$ cat config.mk
export PLATFORM = sky130hd
export DESIGN_NAME = demosaic_wsum_norm
export DESIGN_NICKNAME = d
export VERILOG_FILES = /design/src/rtl/demosaic_wsum_pkg.sv /design/src/rtl/demosaic_wsum_rndsat.sv /design/src/rtl/demosaic_wsum_norm.sv
export SDC_FILE = /design/constraint.sdc
export NUM_CORES = 1
export LEC_CHECK = 0
export CAP_MARGIN = 10
export CORE_MARGIN = 4
export CORE_UTILIZATION = 56
export CTS_CLUSTER_SIZE = 10
export DETAILED_ROUTE_END_ITERATION = 8
export MAX_ROUTING_LAYER = met4
export PLACE_DENSITY = 0.88
export SYNTH_ARGS = -nofsm -noshare
export SYNTH_HDL_FRONTEND = slang
export SYNTH_HIERARCHICAL = 1
export SYNTH_SLANG_ARGS = --single-unit
$ cat constraint.sdc
create_clock -name ap_clk -period 4.96 [get_ports ap_clk]
set_clock_uncertainty 0.05 [all_clocks]
set_input_delay 0.992 -clock ap_clk [delete_from_list [all_inputs] [get_ports ap_clk]]
set_output_delay 0.992 -clock ap_clk [all_outputs]
set_load 0.02 [all_outputs]
$ cat src/rtl/demosaic_wsum_pkg.sv
// Shared defaults, FSM state type and counter-width helper for the weighted-sum normaliser.
package demosaic_wsum_pkg;

  localparam int DEF_IN_W      = 24;
  localparam int DEF_ACC_W     = 27;
  localparam int DEF_MAX_TERMS = 8;
  localparam int DEF_SHIFT     = 12;
  localparam int DEF_OUT_W     = 10;

  typedef enum logic {IDLE, ACCUM} state_t;

  function automatic int cnt_w(input int max_terms);
    return $clog2(max_terms);
  endfunction

  localparam int DEF_CNT_W = cnt_w(DEF_MAX_TERMS);

endpackage

$ cat src/rtl/demosaic_wsum_rndsat.sv
// Round-half-up, right-shift by the weight fraction width, and clamp to pixel width.
// Purely combinational; clamp flags that the rounded value exceeded the pixel range.
module demosaic_wsum_rndsat
  import demosaic_wsum_pkg::*;
#(
  parameter int ACC_W = DEF_ACC_W,
  parameter int SHIFT = DEF_SHIFT,
  parameter int OUT_W = DEF_OUT_W
) (
  input  logic [ACC_W-1:0] sum,
  output logic [OUT_W-1:0] out_data,
  output logic             clamp
);

  localparam logic [ACC_W:0] HALF = (ACC_W+1)'(1) << (SHIFT - 1);
  localparam logic [ACC_W:0] MAXV = ((ACC_W+1)'(1) << OUT_W) - (ACC_W+1)'(1);

  logic [ACC_W:0] rsum;
  logic [ACC_W:0] r;

  // One extra bit so adding the half-LSB can never wrap.
  always_comb begin
    rsum     = {1'b0, sum} + HALF;
    r        = rsum >> SHIFT;
    clamp    = (r > MAXV);
    out_data = clamp ? '1 : r[OUT_W-1:0];
  end

endmodule

$ cat src/rtl/demosaic_wsum_norm.sv
// Accumulates weighted products per group, normalises on close; result 1 cycle after closing beat.
// in_ready drops only while a result is held and out_ready is low; full throughput otherwise.
module demosaic_wsum_norm
  import demosaic_wsum_pkg::*;
#(
  parameter int IN_W      = DEF_IN_W,
  parameter int ACC_W     = DEF_ACC_W,
  parameter int MAX_TERMS = DEF_MAX_TERMS,
  parameter int SHIFT     = DEF_SHIFT,
  parameter int OUT_W     = DEF_OUT_W
) (
  input  logic             ap_clk,
  input  logic             ap_rst_n,
  input  logic             in_valid,
  output logic             in_ready,
  input  logic [IN_W-1:0]  in_data,
  input  logic             in_last,
  output logic             out_valid,
  input  logic             out_ready,
  output logic [OUT_W-1:0] out_data,
  output logic             out_ovf
);

  localparam int CNT_W = cnt_w(MAX_TERMS);

  if (MAX_TERMS < 2) begin : g_bad_terms
    $error("MAX_TERMS must be at least 2");
  end
  if (SHIFT < 1 || SHIFT > ACC_W - OUT_W) begin : g_bad_shift
    $error("SHIFT out of range 1..ACC_W-OUT_W");
  end
  if ((longint'(1) << ACC_W) <= longint'(MAX_TERMS) * ((longint'(1) << IN_W) - 1))
  begin : g_bad_acc
    $error("ACC_W too narrow for MAX_TERMS full-scale products");
  end

  state_t             state, state_nx;
  logic [ACC_W-1:0]   acc;
  logic [ACC_W-1:0]   sum;
  logic [CNT_W-1:0]   cnt;
  logic [CNT_W:0]     cnt_inc;
  logic               accept;
  logic               force_cls;
  logic               close;
  logic               clamp;
  logic [OUT_W-1:0]   rs_data;

  assign in_ready  = ap_rst_n && (!out_valid || out_ready);
  assign accept    = in_valid && in_ready;
  assign cnt_inc   = {1'b0, cnt} + (CNT_W+1)'(1);
  // A flagged last beat on the final slot is a normal close, not a forced one.
  assign force_cls = !in_last && (cnt_inc == (CNT_W+1)'(MAX_TERMS));
  assign close     = accept && (in_last || force_cls);
  assign sum       = acc + ACC_W'(in_data);

  demosaic_wsum_rndsat #(
    .ACC_W (ACC_W),
    .SHIFT (SHIFT),
    .OUT_W (OUT_W)
  ) u_rndsat (
    .sum      (sum),
    .out_data (rs_data),
    .clamp    (clamp)
  );

  always_comb begin
    state_nx = state;
    case (state)
      IDLE:    if (accept && !close) state_nx = ACCUM;
      ACCUM:   if (close)            state_nx = IDLE;
      default:                       state_nx = IDLE;
    endcase
  end

  always_ff @(posedge ap_clk) begin
    if (!ap_rst_n) begin
      state     <= IDLE;
      acc       <= '0;
      cnt       <= '0;
      out_valid <= 1'b0;
      out_data  <= '0;
      out_ovf   <= 1'b0;
    end else begin
      state <= state_nx;
      if (close) begin
        // Overwrites any result draining on this same edge.
        acc       <= '0;
        cnt       <= '0;
        out_valid <= 1'b1;
        out_data  <= rs_data;
        out_ovf   <= clamp || force_cls;
      end else begin
        if (accept) begin
          acc <= sum;
          cnt <= cnt_inc[CNT_W-1:0];
        end
        if (out_valid && out_ready) out_valid <= 1'b0;
      end
    end
  end

endmodule
# Yosys cells after proc, flatten, opt, wreduce, memory -nomap -nowiden
# Index checks and enable logic that the tools add are counted.
# totals
reg_bits	42
inputBits	29
out_inout_bits	13
elab_cells	26
# classes
n_addsub	3
order_cmp	1
eq_ne	1
n_mux	3
n_bitwise	1
n_reduce_logical	12
# ops
operator	count
$add A27 B12 Y28 const B	1
$add A27 B24 Y27	1
$gt A16 B10 Y1 const B	1
$mux W10	1
$logic_and A1 B1 Y1	5
$add A3 B1 Y4 const B	1
$eq A4 B4 Y1 const B	1
$logic_or A1 B1 Y1	3
$logic_not A1 Y1	2
$mux W1	2
$reduce_bool A2 Y1	1
$reduce_or A2 Y1	1
$not A1 Y1	1

# Longest topological paths before layout
# logic_depth
word_depth	6
mapped_depth	18

# Cells and area by module
# Netlist, hierarchy kept.
# modules_own_cells
module	n_inst	cells_each	area_per_inst_um2	seq_area_each_um2
demosaic_wsum_norm	1	363	2854.0	840.8
demosaic_wsum_rndsat	1	53	369.1	0.0

# Least setup slack after synthesis
# Ideal clock, no wire load.
# synth_timing
kind	input port to flip-flop
start	input port in_data[0]
end	register out_ovf
t_arrival_ps	4332
required_ps	4794
setup_slack_ps	461
cell_stages	17
path_buffers	1
path_cell_list	ha_1 > inv_1 > fa_1 > nand2b_1 > a21oi_1 > o21bai_1 > o22ai_1 > o22a_1 > xor2_1 > nand4_4 > or3_4 > o41a_1 > a21oi_2 > buf_6 > nand2_1 > nand3b_1 > o211a_1
# synth_between
elab_chain_len	4
# synth_rtl
item	line	source
from (decl)	demosaic_wsum_norm.sv:16	input logic [IN_W-1:0] in_data,
$add A27 B24 Y27	demosaic_wsum_norm.sv:54	assign sum = acc + ACC_W'(in_data);
net sum[16]	demosaic_wsum_norm.sv:39	logic [ACC_W-1:0] sum;
$add A27 B12 Y28	demosaic_wsum_rndsat.sv:23	rsum = {1'b0, sum} + HALF;
$gt A16 B10 Y1	demosaic_wsum_rndsat.sv:25	clamp = (r > MAXV);
net clamp	demosaic_wsum_norm.sv:45	logic clamp;
$logic_or A1 B1 Y1	demosaic_wsum_norm.sv:91	out_ovf <= clamp || force_cls;
to (signal assigned)	demosaic_wsum_norm.sv:91	
to (decl)	demosaic_wsum_norm.sv:21	output logic out_ovf
# The timed path passes the listed nets, and every way through them passes these cells.
# A chain may end at the register's enable or synchronous reset.

# Final worst setup path
# Same ends and word-level chain as after synthesis.

==> results by group <==
Status
  – Run status: complete, no violations

Critical path
  – CP endpoint kind: flop
  – CP delay by family, top: compound AO/OA/AOI/OAI gates
  – CP Depth: 19
  – Crit path kind: input port to flop
  – Worst R2R Setup Slack: 1.00 ns
  – FF-to-FF path depth: 18
  – Data required, critical path: 5.11 ns
  – CP bufs+invs: 3
  – Data arrival time of the critical path: 4.92 ns
  – Crit path top cell by count: a21oi_1
  – FF-to-FF Start: acc[0]
  – CP startpoint kind: input port
  – CP Cell Sequence: clkdlybuf4s50_1 > ha_1 > inv_1 > fa_1 > nand2b_1 > a21oi_2 > o21bai_1 > o22ai_1 > o22a_1 > a21oi_1 > xnor2_1 > nand3_1 > o31a_2 > or3_1 > a21oi_1 > buf_4 > nand2_1 > nand3b_1 > o211a_1
  – Worst setup startpoint: in_data[0]
  – Slowest stage delay, CP: 0.46 ns
  – Crit-path slowest cell: clkdlybuf4s50_1
  – Crit Path Max Fanout: 5
  – Setup crit end: out_ovf
  – Worst R2R End: out_ovf

GRT
  – First-pass GRT wire length: 14.6 mm
  – Total track usage: 0.256
  – Grt total ovfl: 0
  – Largest net degree at the start of global routing: 29
  – Antenna violations before repair: 0
  – Number of global-route vias before repair: approximately 3200

Yosys
  – YS warnings: 6
  – Cell area after synthesis: 3220 sq um
  – Post-synth net total: 472
  – Cell count after synthesis: 415
  – Syn Area/Cell: 7.76 sq um

Finish
  – Antenna cells: 0
  – Nets: roughly 530
  – Share of cells above drive strength 1: 0.131
  – Multi-input logic area: 2290 sq um
  – Final Util: 0.718
  – Area growth syn-to-layout: 23.5%
  – Reg area: roughly 840 sq um
  – Fill cells: 440
  – Layout Cells excl Fill: 545

Place
  – RD Place Congestion: 0.981
  – Pre-CTS setup slack: -0.0989 ns
  – Dpl hpwl: between 6 and 7 mm
  – Placed Cells incl. Taps: 537
  – I/O Buffers: a little over 40

Floorplanning
  – IO Pins: 42
  – Die Area: between 7000 and 8000 sq um
  – Placeable Area: between 5000 and 6000 sq um
  – Starting Density: 0.581
  – Num rows: 27
  – DIE WIDTH: 83.8 um
  – Die H: 83.8 um

Timing
  – Hold Fails Final Rpt: 0
  – Hold Slack: 0.414 ns
  – Count of final max-slew check failures: 0
  – F_max: approximately 0.21 GHz
  – Fin crit share: 0.963
  – Worst slew margin: 0.562
  – RSZ-0062 raised after global routing: no
  – Worst-Margin Slew: 0.655 ns
  – Setup Viol. Count Final: 0
  – Post-layout min period: between 4 and 5 ns
  – Final WS setup: between 0.15 and 0.2 ns

Routing
  – DRT Wirelength: 8.62 mm
  – Via Count: about 3200
  – Drt via density: 5.90
  – Post-DRT Antenna Nets: 0
  – Iteration-0 DRC Markers: 244
  – Remaining DRCs: 0
  – DR pass1 iterations: 5
  – Routed len/inst: between 15 and 20 um

CTS
  – Clk slew on worst S/H paths: 0.09 ns
  – Worst-skew pair later-pin latency: roughly 0.3 ns
  – # hold bufs at CTS: 0
  – CTS tree: done
  – Worst-case clock buffer depth: 2
  – Setup bufs post-CTS: 0
  – Clock sinks: between 40 and 50
  – Total CTS buffers: 5
  – Root buf cell: clkbuf_8
  – Post-cts resize count: 0
  – CTS H-Tree Depth: 2

Pwr
  – Tot Pwr: 0.000994 W
  – Leakage: 1.62 nW
  – Pwr per Cell Area: 250 nW/um^2
  – Peak VDD IR: 0.000202 V

Min path
  – HP Class: flop to flop

Flow run
  – Max Cap Viol: 0
## state kept, by name, summed over array words and instances (netlist names)
| name | count |
|---|---|
| acc | 27 |
| cnt | 3 |
| out_data | 10 |
| out_ovf | 1 |
| out_valid | 1 |
## power breakdown
group | switching [W] | internal [W] | total, W
clock network | 0.000129 | 0.000112 | 0.000241
logic | 0.000212 | 0.000172 | 0.000384
registers | 0.0000123 | 0.000356 | 0.000369
## placed cells by master, fill, tap and decap left out, drive strengths merged, types with 3 or more instances in the layout
master          n
a21boi         12
nand2b          4
nor2           22
nor4            3
o21ai          15
inv             8
nor2b           3
nor3            3
o211ai          4
nand2          90
ha             27
a21oi          51
xnor2          19
clkbuf          6
or3             4
and2            3
dfxtp          42
nand4           7
o31ai           3
buf            27
o21a            3
a21o            3
and3            3
a32o            4
o21bai          4
clkdlybuf4s50  41
nand3          16
a31oi           3
xor2           16
## per-stage QoR
step	instance area (sq um)	TNS (ns)
3_5_place_dp	3860	-0.770
2_1_floorplan	3220	0
4_1_cts	3950	0
6_report	3980	0
3_3_place_gp	3860	0
5_1_grt	3980	0
## cell type report
cell class                      instances  area share
Multi-Input combinational cell        347       0.577
Sequential cell                        42       0.211
Timing Repair Buffer                   68       0.157
Tap cell                               72      0.0227
Clock buffer                            6      0.0208
Inverter                                8     0.00755
Clock inverter                          2     0.00315
## worst min path at each step
stage                     startpoint  endpoint  slack (ns)  cells after the start
after floorplan               acc[0]    acc[0]        0.39                      2
after global placement        acc[3]    acc[3]        0.40                      2
after detailed placement      acc[3]    acc[3]        0.40                      2
after CTS                     acc[3]    acc[3]        0.42                      2
after global routing          acc[8]    acc[8]        0.43                      2
final                        acc[14]   acc[14]        0.41                      2
## worst min-delay path: stages (launching register included)
cell and delay (ns):
dfxtp_1 0.32, nand2_1 0.05, a21oi_1 0.05
## layer usage
| layer | wire (um) | track usage | vias to the layer above |
|---|---|---|---|
| li1 | - | - | 1584 |
| met4 | 97 | 0.0512 | 0 |
| met2 | 4270 | 0.440 | 109 |
| met1 | 3820 | 0.312 | 1508 |
| met3 | 437 | 0.0494 | 17 |
| met5 | 0 | - | - |
Note: power is estimated with default switching activity, not from simulation.
